### src/rtl/nrzi_rx_decoder.sv
// USB receive-side NRZI decoder: recovers data bits from J/K line samples,
// strips stuffed zeros, flags stuffing violations and detects SE0,SE0,J end-of-packet.
module nrzi_rx_decoder #(
  parameter int STUFF_LEN = 6
) (
  input  logic clock,
  input  logic reset,
  input  logic in_valid,
  input  logic in_bit,
  input  logic in_se0,
  output logic out_bit,
  output logic out_valid,
  output logic eop,
  output logic stuff_err,
  output logic eop_err,
  output logic nrzi_receiving
);

  localparam int CW = $clog2(STUFF_LEN + 1);
  localparam logic [CW-1:0] STUFF_MAX = CW'(STUFF_LEN);

  typedef enum logic [1:0] {IDLE, RECV, EOP1, EOP2} state_t;

  state_t        state_reg, state_next;
  logic          prev_reg, prev_next;
  logic [CW-1:0] ones_reg, ones_next;
  logic          out_bit_next, out_valid_next, eop_next, stuff_err_next, eop_err_next;
  logic          dec;

  assign dec = ~(in_bit ^ prev_reg);

  always_ff @(posedge clock or posedge reset) begin
    if (reset) begin
      state_reg      <= IDLE;
      prev_reg       <= 1'b1;
      ones_reg       <= '0;
      out_bit        <= 1'b0;
      out_valid      <= 1'b0;
      eop            <= 1'b0;
      stuff_err      <= 1'b0;
      eop_err        <= 1'b0;
      nrzi_receiving <= 1'b0;
    end else begin
      state_reg      <= state_next;
      prev_reg       <= prev_next;
      ones_reg       <= ones_next;
      out_bit        <= out_bit_next;
      out_valid      <= out_valid_next;
      eop            <= eop_next;
      stuff_err      <= stuff_err_next;
      eop_err        <= eop_err_next;
      nrzi_receiving <= (state_next != IDLE);
    end
  end

  always_comb begin
    state_next     = state_reg;
    prev_next      = prev_reg;
    ones_next      = ones_reg;
    out_bit_next   = 1'b0;
    out_valid_next = 1'b0;
    eop_next       = 1'b0;
    stuff_err_next = 1'b0;
    eop_err_next   = 1'b0;

    if (in_valid) begin
      // Every non-SE0 sample refreshes the reference level, even a dropped stuff bit.
      if (!in_se0) prev_next = in_bit;

      unique case (state_reg)
        IDLE: begin
          if (!in_se0) begin
            ones_next  = '0;
            state_next = RECV;
          end
        end
        RECV: begin
          if (in_se0) begin
            ones_next  = '0;
            state_next = EOP1;
          end else if (ones_reg == STUFF_MAX) begin
            ones_next = '0;
            if (dec) begin
              stuff_err_next = 1'b1;
              state_next     = IDLE;
            end
          end else begin
            out_valid_next = 1'b1;
            out_bit_next   = dec;
            ones_next      = dec ? ones_reg + 1'b1 : '0;
          end
        end
        EOP1: begin
          if (in_se0) begin
            state_next = EOP2;
          end else begin
            eop_err_next = 1'b1;
            state_next   = IDLE;
          end
        end
        EOP2: begin
          if (!in_se0) begin
            if (in_bit) eop_next = 1'b1;
            else        eop_err_next = 1'b1;
            prev_next  = 1'b1;
            state_next = IDLE;
          end
        end
        default: state_next = IDLE;
      endcase
    end
  end

endmodule

### config.mk
export PLATFORM = sky130hd
export DESIGN_NAME = nrzi_rx_decoder
export DESIGN_NICKNAME = d
export VERILOG_FILES = /design/src/rtl/nrzi_rx_decoder.sv
export SDC_FILE = /design/constraint.sdc
export NUM_CORES = 1
export LEC_CHECK = 0
export CORE_AREA = 4 4 41 43
export CTS_CLUSTER_SIZE = 25
export DETAILED_ROUTE_END_ITERATION = 7
export DIE_AREA = 0 0 45 47
export PLACE_DENSITY = 0.67
export REMOVE_ABC_BUFFERS = 1
export SYNTH_ARGS = -nofsm -noshare
export SYNTH_HDL_FRONTEND = slang
export SYNTH_SLANG_ARGS = --single-unit
### constraint.sdc
create_clock -name clock -period 1.5 [get_ports clock]
set_input_delay 0.225 -clock clock [delete_from_list [all_inputs] [get_ports clock]]
set_output_delay 0.225 -clock clock [all_outputs]
set_load 0.005 [all_outputs]
# After elaboration in Yosys (flattened, before gate mapping)
# Cells that the tools add are included.
[classes] n_mux=38 shifts=0 n_bitwise=2 n_reduce_logical=4 order_cmp=0 n_mul=0 n_eq_ne=5 add_sub_neg=1 n_div=0
[op_table] op="1-bit two-way mux" n=24
[op_table] op="2-bit two-way mux" n=7
[op_table] op="3-bit two-way mux" n=4
[op_table] op="2-bit case mux with 4 select lines" n=1
[op_table] op="3-bit case mux with 2 select lines" n=1
[op_table] op="2-bit equality test, second input constant" n=2
[op_table] op="2-bit nonzero test" n=2
[op_table] op="3-bit by 1-bit adder with 3-bit output, second input constant" n=1
[op_table] op="3-bit equality test, second input constant" n=1
[op_table] op="3-bit AND reduction" n=1
[op_table] op="2-bit by 1-bit equality test with 1-bit output, second input constant" n=1
[op_table] op="2-bit zero test" n=1
[op_table] op="2-bit inequality test, second input constant" n=1
[op_table] op="1-bit case mux with 2 select lines" n=1
[op_table] op="1-bit inverter" n=1
[op_table] op="1-bit XOR" n=1
[word_totals] mem_bits_ro=0 elab_cells=59 mem_count=0 ram_bits=0 register_bits=12 output_inout_bits=6 latch_bits=0 in_bits=5

# Depth between registers and ports, before layout
[logic_depth] depth_word=7 mapped_depth=5 depth_no_buf=5

# Least setup slack after synthesis
# OpenSTA, ideal clock, no wires.
[synth_timing] path_type="flip-flop to flip-flop" start="register ones_reg[0]" end="register state_reg[0]" slack_ns=0.193 n_path_buf=0 path_stages_with_launch=6 synth_period_minus_slack_ns=1.307 required_ns=1.418 arrival_ns=1.225 setup_ns=0.082 path_cell_list="dfrtp_1 inv_1 ha_1 and2_1 a311o_1 a31oi_1"
[synth_via] elab_chain_len=5
[synth_lines] element="start, declared" line_no="26" source="logic [CW-1:0] ones_reg, ones_next;"
[synth_lines] element="start signal, assigned" line_no="46" source="ones_reg <= ones_next;"
[synth_lines] element="3-bit equality test" line_no="81" source="end else if (ones_reg == STUFF_MAX) begin"
[synth_lines] element="2-bit two-way mux" line_no="81"
[synth_lines] element="2-bit two-way mux" line_no="78" source="if (in_se0) begin"
[synth_lines] element="2-bit case mux with 4 select lines" line_no="70" source="unique case (state_reg)"
[synth_lines] element="2-bit two-way mux" line_no="66" source="if (in_valid) begin"
[synth_lines] element="via state_next[0]" line_no="24" source="state_t state_reg, state_next;"
[synth_lines] element="end signal, assigned" line_no="44" source="state_reg <= state_next;"
[synth_lines] element="end, declared" line_no="24"
# The timed path passes the listed nets, and every way through them passes these cells.
# A chain may end at the register's enable or synchronous reset.

# Worst setup path in the final report
# Ends and elaborated chain as after synthesis.

==> summary.md <==
| Metric | Value |
|---|---|
| Switching Share | `0.2676` |
| Final Hold Violating Endpoints | `0` |
| Synth Area in XOR/XNOR | `0.02915` |
| Post-Synth Simple-Gate Area | `0.1771` |
| First-pass GRT wire length | `roughly 1.8 mm` |
| Int Pwr | `582.4 µW` |
| Share of the yosys chip area belonging to registers | `0.5404` |
| First drt pass iteration count | `4` |
| All-Layer GR Usage | `0.1236` |
| Syn. warnings | `0` |
| Crit path max fanout | `4` |
| Clk_lat worst skew | `about 280 ps` |
| FP Rows | `13` |
| Run status | `completed` |
| Number of global-route vias before repair | `429` |
| Commonest non-fill, non-tap cell in the layout | `dfrtp_1` |
| Largest net degree at the start of global routing | `13` |
| Min Tclk post-route | `1408 ps` |
| Switching power | `212.9 µW` |
| Die Height | `47 µm` |
| Total Nets Final | `82` |
| Core area | `approximately 0.0013 mm²` |
| Placer congestion estimate | `0.8484` |
| Dpl cell area | `roughly 700 µm²` |
| Critical Path Max Stage Delay | `380 ps` |
| Final Skew | `3.784 ps` |
| Layout cells sized above 1 | `0.1892` |
| ANT cells | `0` |
| Core Util, Final | `0.5788` |
| Reg power frac | `0.487` |
| Die width | `45 µm` |
| Crit Path Class | `reg2reg` |
| HP Class | `in2async` |
| Clock tree buffer depth | `2` |
| Vias per cell | `5.067` |
| Final ANT Viol Nets | `0` |
| TritonCTS buffer count | `3` |
| Post-Layout Inst Area | `approximately 750 µm²` |
| Post-synthesis mux area share | `0` |
| Mapped Area | `558.0 µm²` |
| Max_slew headroom | `0.7174` |
| TritonCTS Sinks | `12` |
| LEAKAGE | `0.0003415 µW` |
| Arithmetic-cell share of the synthesized area counting full adders, half adders and majority gates | `0.04484` |
| Setup_tns | `0 ps` |
| PD cells | `1056 mW/mm²` |
| Post-Syn Instances | `57` |
| Element type at the critical path end | `flip-flop` |
| CTS H-tree lvls | `1` |
| Clk Tree Root Cell | `clkbuf_4` |
| Part of the cycle the worst path needs | `0.9383` |
| Initial antenna violation count | `0` |
| Worst setup SP type | `flip-flop` |
| Post-synth cell types | `20` |
| DRT Wirelength | `1.112 mm` |
| Number of flip-flops in the largest register | `3` |
| Dpl hpwl | `802.2 µm` |
| IO Count | `11` |
| Flops & latches, synth | `12` |
| Hold WS | `238.6 ps` |
| Via Count | `451` |
| Largest family of logic cells by synthesized area | `simple AND/OR/NAND/NOR gates` |
| Initial drt markers | `12` |
| Fillers | `roughly 120` |
| Worst-Margin Slew | `423.4 ps` |
| Critical path data arrival time | `~1600 ps` |
| Final Max Tran Viols | `0` |
| CP max-delay cell | `dfrtp_1` |
| Final setup viols | `0` |
| CTS tree | `yes` |
| Compound-Gate Fraction of Synth Area | `0.1592` |
| Max-Cap Viols | `0` |
| Overall power | `795.3 µW` |
| Die area | `about 0.0021 mm²` |
| Clock network power share | `0.326` |
| Mapped Avg Cell Area | `9.790 µm²` |
| Routed WL per cell | `12.49 µm` |
| Power share of the combinational group | `0.188` |
| Grt total ovfl | `0` |
| Drt drc | `0` |
| Fmax | `710.5 MHz` |
| P&R area growth vs syn | `34.98%` |
| Most frequent cells in the layout | `dfrtp_1, clkdlybuf4s50_1, a21oi_1, buf_4` |
| Worst path required time | `between 1500 and 2000 ps` |
| Peak supply drop | `a little under 500 µV` |
| IO buf count | `10` |
| Clock-pin slew on the worst setup and hold paths | `80 ps` |
| Worst-path cell chain | `inv_1, ha_1, and2_1, a311o_1, a31oi_1` |
| Number of hold buffers added after cts | `0` |
| Initial Utilization | `0.4288` |
| RSZ-0062 raised after global routing | `true` |
worst paths after layout:
check | from | end | slack (ps) | cells after the start
max in group asynchronous | reset | prev_reg | 930 | 2
setup / recovery | ones_reg[0] | state_reg[0] | 90 | 5
hold reg to reg | ones_reg[0] | ones_reg[0] | 540 | 1
hold / removal | reset | nrzi_receiving | 240 | 2
setup reg to reg | ones_reg[0] | state_reg[0] | 90 | 5
min in group clock | ones_reg[0] | ones_reg[0] | 540 | 1
synth_stat cells, drive strengths merged:
library cell | n | area [µm²]
dfrtp | 11 | 275.3
clkbuf | 2 | 7.510
buf | 1 | 5.000
nand2 | 5 | 18.77
nor2b | 4 | 25.02
dfstp | 1 | 26.28
inv | 4 | 15.01
o311ai | 1 | 8.760
a31o | 1 | 8.760
a21oi | 6 | 30.03
nor3 | 3 | 15.01
ha | 2 | 25.02
o21ai | 5 | 25.02
nand4 | 2 | 12.51
a311o | 1 | 10.01
and2 | 1 | 6.260
xnor2 | 1 | 16.27
a31oi | 1 | 6.260
nor2 | 4 | 15.01
nand2b | 1 | 6.260
logic make-up after synthesis:
family / count (synthesis)
and+or+nand+nor: 20
xor gates and xnor gates: 1
adders and majority gates: 2
DFF: 12
buffers and inverters: 7
AOI/OAI and AO/OA: 15
worst max-delay path: cells and delay by family, from the launching register on:
family	cells	cell delay [ps]
fa+ha+maj	1	200
compound gates	2	520
flops	1	380
buf+inv	1	60
simple gates	1	170
layout make-up:
class                      count  area, µm²  area share
sequential                    12      301.5      0.4003
multi-input combinational     38      236.5      0.3140
clock buffer                   4      36.28     0.04817
tap                           15      18.77     0.02492
timing repair buffer          16      145.1      0.1927
inverter                       4      15.01     0.01993
metal layers:
| layer | wire (µm) | vias to the layer above | track usage | part of all wire |
|---|---|---|---|---|
| met3 | 60 | 4 | 0.02299 | 0.054 |
| li1 | - | 229 | - | - |
| met5 | 0 | - | 0 | 0 |
| met2 | 544 | 11 | 0.1893 | 0.49 |
| met1 | 482 | 207 | 0.1500 | 0.43 |
| met4 | 25 | 0 | 0.1053 | 0.022 |
repair_timing:
| action | in CTS | in global routing |
|---|---|---|
| setup endpoints to repair | 0 | 1 |
| buffers inserted | 0 | 1 |
| resized for setup | 0 | 1 |
through the flow:
step	worst slack, ps	instances
after global routing	-24.48	89
after detailed placement	-26.32	84
after CTS	97.18	88
after floorplan	193.5	54
after global placement	34.46	84
final	92.50	89
power groups by stage:
| stage | Clock, µW | Sequential, µW | Combinational [µW] |
|---|---|---|---|
| 2_1_floorplan | 0 | 395 | 74.1 |
| 6_report | 259 | 387 | 149 |
| 4_1_cts | 265 | 387 | 148 |
| 3_3_place_gp | 0 | 392 | 144 |
| 3_5_place_dp | 0 | 394 | 147 |
| 5_1_grt | 281 | 394 | 168 |
(Power assumes the default switching activity.)
